--- src/rtl/cpu_control_fsm.sv ---
// Multi-cycle main control unit for the 16-bit RISC CPU.
// Sequences fetch/decode/execute/memory/writeback; outputs decode from the state register.
module cpu_control_fsm (
    input  logic       clk,
    input  logic       reset_n,
    input  logic [3:0] opcode,
    input  logic       zero,
    input  logic       mem_ready,
    output logic       mem_req,
    output logic       mem_we,
    output logic       iord,
    output logic       ir_we,
    output logic       pc_we,
    output logic [1:0] pc_src,
    output logic       alu_src_a,
    output logic [1:0] alu_src_b,
    output logic [1:0] alu_op,
    output logic       reg_we,
    output logic       reg_dst,
    output logic       wb_sel,
    output logic       illegal,
    output logic [3:0] state
);

    localparam logic [3:0] S_IDLE     = 4'd0;
    localparam logic [3:0] S_FETCH    = 4'd1;
    localparam logic [3:0] S_DECODE   = 4'd2;
    localparam logic [3:0] S_MEM_ADDR = 4'd3;
    localparam logic [3:0] S_MEM_RD   = 4'd4;
    localparam logic [3:0] S_MEM_WB   = 4'd5;
    localparam logic [3:0] S_MEM_WR   = 4'd6;
    localparam logic [3:0] S_EXEC     = 4'd7;
    localparam logic [3:0] S_ALU_WB   = 4'd8;
    localparam logic [3:0] S_BRANCH   = 4'd9;
    localparam logic [3:0] S_JUMP     = 4'd10;

    localparam logic [3:0] OP_LW  = 4'b0000;
    localparam logic [3:0] OP_SW  = 4'b0001;
    localparam logic [3:0] OP_BEQ = 4'b1011;
    localparam logic [3:0] OP_BNQ = 4'b1100;
    localparam logic [3:0] OP_JMP = 4'b1101;

    logic [3:0] state_q;
    logic [3:0] state_d;

    // NOTE: async reset plus non-blocking assignment keeps the state register race-free.
    always_ff @(posedge clk or negedge reset_n) begin
        if (!reset_n) begin
            state_q <= S_IDLE;
        end else begin
            state_q <= state_d;
        end
    end

    // NOTE: every combinational output gets a default first so no latch is inferred.
    always_comb begin
        state_d = S_IDLE;
        case (state_q)
            S_IDLE:     state_d = S_FETCH;
            S_FETCH:    state_d = mem_ready ? S_DECODE : S_FETCH;
            S_DECODE: begin
                case (opcode)
                    OP_LW, OP_SW:           state_d = S_MEM_ADDR;
                    4'b0010, 4'b0011, 4'b0100, 4'b0101,
                    4'b0110, 4'b0111, 4'b1000, 4'b1001:
                                            state_d = S_EXEC;
                    OP_BEQ, OP_BNQ:         state_d = S_BRANCH;
                    OP_JMP:                 state_d = S_JUMP;
                    default:                state_d = S_FETCH;
                endcase
            end
            S_MEM_ADDR: state_d = (opcode == OP_SW) ? S_MEM_WR : S_MEM_RD;
            S_MEM_RD:   state_d = mem_ready ? S_MEM_WB : S_MEM_RD;
            S_MEM_WB:   state_d = S_FETCH;
            S_MEM_WR:   state_d = mem_ready ? S_FETCH : S_MEM_WR;
            S_EXEC:     state_d = S_ALU_WB;
            S_ALU_WB:   state_d = S_FETCH;
            S_BRANCH:   state_d = S_FETCH;
            S_JUMP:     state_d = S_FETCH;
            default:    state_d = S_IDLE;
        endcase
    end

    always_comb begin
        mem_req   = 1'b0;
        mem_we    = 1'b0;
        iord      = 1'b0;
        ir_we     = 1'b0;
        pc_we     = 1'b0;
        pc_src    = 2'b00;
        alu_src_a = 1'b0;
        alu_src_b = 2'b00;
        alu_op    = 2'b00;
        reg_we    = 1'b0;
        reg_dst   = 1'b0;
        wb_sel    = 1'b0;
        illegal   = 1'b0;
        case (state_q)
            S_FETCH: begin
                mem_req   = 1'b1;
                alu_src_b = 2'b01;
                alu_op    = 2'b10;
                ir_we     = mem_ready;
                pc_we     = mem_ready;
            end
            S_DECODE: begin
                alu_src_b = 2'b11;
                alu_op    = 2'b10;
                illegal   = (opcode == 4'b1010) || (opcode == 4'b1110) || (opcode == 4'b1111);
            end
            S_MEM_ADDR: begin
                alu_src_a = 1'b1;
                alu_src_b = 2'b10;
                alu_op    = 2'b10;
            end
            S_MEM_RD: begin
                mem_req = 1'b1;
                iord    = 1'b1;
            end
            S_MEM_WB: begin
                reg_we = 1'b1;
                wb_sel = 1'b1;
            end
            S_MEM_WR: begin
                mem_req = 1'b1;
                iord    = 1'b1;
                mem_we  = 1'b1;
            end
            S_EXEC: begin
                alu_src_a = 1'b1;
            end
            S_ALU_WB: begin
                reg_we  = 1'b1;
                reg_dst = 1'b1;
            end
            S_BRANCH: begin
                alu_src_a = 1'b1;
                alu_op    = 2'b01;
                pc_src    = 2'b01;
                pc_we     = (opcode == OP_BEQ) ? zero : !zero;
            end
            S_JUMP: begin
                pc_src = 2'b10;
                pc_we  = 1'b1;
            end
            default: ;
        endcase
    end

    assign state = state_q;

endmodule

--- config.mk ---
export PLATFORM = sky130hd
export DESIGN_NAME = cpu_control_fsm
export DESIGN_NICKNAME = d
export VERILOG_FILES = /design/src/rtl/cpu_control_fsm.sv
export SDC_FILE = /design/constraint.sdc
export NUM_CORES = 1
export LEC_CHECK = 0
export CAP_MARGIN = 20
export CORE_MARGIN = 2
export CORE_UTILIZATION = 37
export CTS_BUF_LIST = sky130_fd_sc_hd__clkbuf_16
export DETAILED_ROUTE_END_ITERATION = 10
export GPL_ROUTABILITY_DRIVEN = 0
export GPL_TIMING_DRIVEN = 0
export PLACE_DENSITY = 0.74
export SLEW_MARGIN = 20
export SYNTH_ARGS = -nofsm -noshare
export SYNTH_HDL_FRONTEND = slang
export SYNTH_SLANG_ARGS = --single-unit
--- constraint.sdc ---
create_clock -name clk -period 1.9 [get_ports clk]
set_clock_uncertainty 0.2 [all_clocks]
set_input_delay 0.38 -clock clk [delete_from_list [all_inputs] [get_ports clk]]
set_output_delay 0.38 -clock clk [all_outputs]
set_load 0.005 [all_outputs]
==> results of run 1 <==
-- layout by cell type, fill, tap and decap left out, types with 3 or more instances in the layout --
| cell | n |
|---|---|
| buf_6 | 10 |
| clkbuf_16 | 3 |
| nor2b_1 | 3 |
| dlygate4sd2_1 | 3 |
| o21ai_0 | 3 |
| clkbuf_2 | 4 |
| nor2_1 | 10 |
| nand2b_4 | 3 |
| clkdlybuf4s50_1 | 8 |
| buf_4 | 11 |
| buf_2 | 8 |
| nand2b_1 | 3 |
| nand2_1 | 3 |
-- cells by family (layout without fill, tap and decap cells) --
| kind of cell | count (synthesis) | in the layout | share of synthesized area |
|---|---|---|---|
| simple gates | 40 | 40 | 0.471 |
| buf+inv | 7 | 53 | 0.0744 |
| compound gates | 18 | 18 | 0.233 |
| mux | 1 | 1 | 0.0223 |
| flops | 4 | 4 | 0.199 |
-- report_power, final --
part	switching, mW	leakage (nW)	internal, mW
Clock	0.0622	0.0370	0.269
Combinational	0.524	0.386	0.654
Sequential	0.0309	0.0482	0.121
-- per-layer routing --
metal | track usage | share of wire
met1 | 0.295 | 0.40
met2 | 0.441 | 0.50
met3 | 0.0489 | 0.076
met4 | 0.175 | 0.023
met5 | 0 | 0
-- metrics by stage --
stage	setup WS (ns)	instance area, um2	hold slack (ns)	TNS [ns]
final	-0.375	1060	0.159	-1.50
after CTS	-0.263	967	0.164	-1.27
after global routing	-0.383	1060	0.180	-1.92
after global placement	-0.922	793	0.389	-3.82
after floorplan	0.0839	504	-0.116	0
after detailed placement	-0.951	793	0.393	-3.86
-- worst max-delay path by stage --
stage                    from  endpoint  slack (ns)  cells past startpoint
detailed placement  opcode[2]     pc_we       -0.95                      5
CTS                  state[3]     pc_we       -0.26                      5
floorplan            state[1]     pc_we        0.08                      3
global route         state[3]     pc_we       -0.38                      6
finish               state[3]     pc_we       -0.38                      6
global placement    opcode[2]     pc_we       -0.92                      5
-- area by class of cell --
type,count,area (um2),share of cell area
Clock buffer,3,75.1,0.0709
Multi-Input combinational cell,59,438,0.414
Inverter,2,15.0,0.0142
Sequential cell,4,103,0.0969
Buffer,4,48.8,0.0461
Tap cell,15,18.8,0.0177
Timing Repair Buffer,44,360,0.340
-- repair_timing --
action	in CTS	in global routing
buffers inserted	11	6
endpoints found under the setup margin	16	12
resized for setup	68	28
pin swaps	8	6
==> key figures, run 1 <==
Logic synthesis
  – Synthesized area per cell: 7.20 um2
  – Post-synth EDFFs: 0
  – Synth Flop Type: dfrtp_1
  – Synthesized Nets: a little under 80
  – Mapped Area: 504 um2
  – Yosys cell types: 33
  – Register area share after synthesis: 0.199
  – Cells after Synth: 70
  – Synthesis-stage register bit count: 4
  – Synth warn: 0
  – Post-synth top cells: nor2_1, a21oi_1, dfrtp_1, nand2b_1
  – Count leader, synth: nor2_1
  – Largest cells by area after synthesis: dfrtp_1, nor2_1, nand2b_4
  – Largest area contributor in the netlist: dfrtp_1
  – FFs w/ async S/R, synth: 1.00
  – Yosys top cell area share: 0.199

Clocking
  – Clock H-tree levels: 1
  – Root buffer cell: clkbuf_16
  – Clock transition at the registers of the reported paths: 0.03 ns
  – Clock Tree Buf Depth: 2
  – Num CTS Buffers: 3
  – CTS Sinks: 4
  – Worst-Skew Late Latency: 0.23 ns
  – CTS Hold Buffers Added: 0
  – CTS tree: done

Critical path
  – Worst Path Arrival: between 1.5 and 2 ns
  – Buf/Inv on CP: 3
  – CP max FO: 6
  – Worst reg-to-reg path cell count: 6
  – Crit path top cell by count: buf_6
  – WS Path Type: register to primary output
  – Critical Path RT: 1.32 ns
  – Top Family by Delay on Critical Path: buffers and inverters
  – Cell Chain, Critical Path: buf_6 -> buf_6 -> nor4bb_2 -> a31oi_1 -> a31oi_4 -> buf_2
  – R2R Setup Slk: 0.05 ns
  – CP max-delay cell: dfrtp_1
  – Worst path max stage delay: between 0.3 and 0.4 ns
  – FF-to-FF End: state[1]
  – Worst reg2reg path startpoint: state[3]
  – Setup crit end kind: primary output
  – Startpoint Class: register

STA
  – Worst Setup Slack, final: -0.375 ns
  – Max-slew violations: 0
  – Relative slew slack: 0.746
  – Period utilization: 1.20
  – Fmax: 439 MHz
  – Min cycle time layout: 2.28 ns
  – Worst-Margin Slew: between 0.3 and 0.4 ns
  – Final hold vios: 0
  – Setup Viol. Count Final: 10
  – RSZ-0062 raised after global routing: yes

Global routing
  – Gr usage total: 0.262
  – Pin count of the biggest net entering global routing: 11
  – Vias in the first global route: 594
  – Initial antenna violation count: 0
  – Remaining global-route overflow: 0
  – First-pass GRT wire length: 2700 um

Detailed routing
  – DR pass1 iterations: 4
  – DRT iter0 DRCs: 21
  – DRT antenna net count: 0
  – Drt wl/cell: 16.1 um
  – Vias: 738
  – Post-Route WL: around 2100 um
  – Drt via density: between 5 and 6
  – Post-route DRC violation count: 0

Outcome
  – Violated checks: setup timing
  – Status: finished, violations left

Floorplanning
  – Ports: 28
  – Die footprint: 1670 um2
  – Starting density of the core: 0.392
  – Row cnt: 13
  – Die height: 40.9 um
  – Die width: ~41 um
  – Core area: 1280 um2

Finish
  – Fin cells: 131
  – Layout cell share with drive strength beyond 1: 0.500
  – # diodes: 0
  – Final core occ: 0.824
  – Fillcell total: 77
  – Total Nets Final: approximately 130
  – Area grow syn2layout: 110%
  – Largest register FFs: 4

Place
  – # placed instances: 112
  – Hpwl dp: about 1100 um
  – IO Port Bufs: 27

Pwr
  – Peak supply drop: between 1 and 1.5 mV
  – Pwr dens: roughly 1600 nW/um2
  – Static Leak: 0.471 nW
  – PnR Total Power: 1.66 mW

Flow run
  – Max-cap violation count: 0

Hold path
  – HP Class: input pin to async pin
(Power assumes the default switching activity.)
==> inputs of run 2 (changes only) <==
--- a/config.mk
+++ b/config.mk
@@ -9,6 +9,7 @@
 export CORE_MARGIN = 2
 export CORE_UTILIZATION = 37
 export CTS_BUF_LIST = sky130_fd_sc_hd__clkbuf_16
+export CTS_CLUSTER_DIAMETER = 100
 export DETAILED_ROUTE_END_ITERATION = 10
 export GPL_ROUTABILITY_DRIVEN = 0
 export GPL_TIMING_DRIVEN = 0
==> results of run 2 <==
No change in the layout: final DEF, timing and power equal those of run 1.
==> inputs of run 3 (changes only) <==
--- a/config.mk
+++ b/config.mk
@@ -11,7 +11,6 @@
 export CTS_BUF_LIST = sky130_fd_sc_hd__clkbuf_16
 export CTS_CLUSTER_DIAMETER = 100
 export DETAILED_ROUTE_END_ITERATION = 10
-export GPL_ROUTABILITY_DRIVEN = 0
 export GPL_TIMING_DRIVEN = 0
 export PLACE_DENSITY = 0.74
 export SLEW_MARGIN = 20
==> results of run 3 <==
No change in the layout: final DEF, timing and power equal those of run 1.
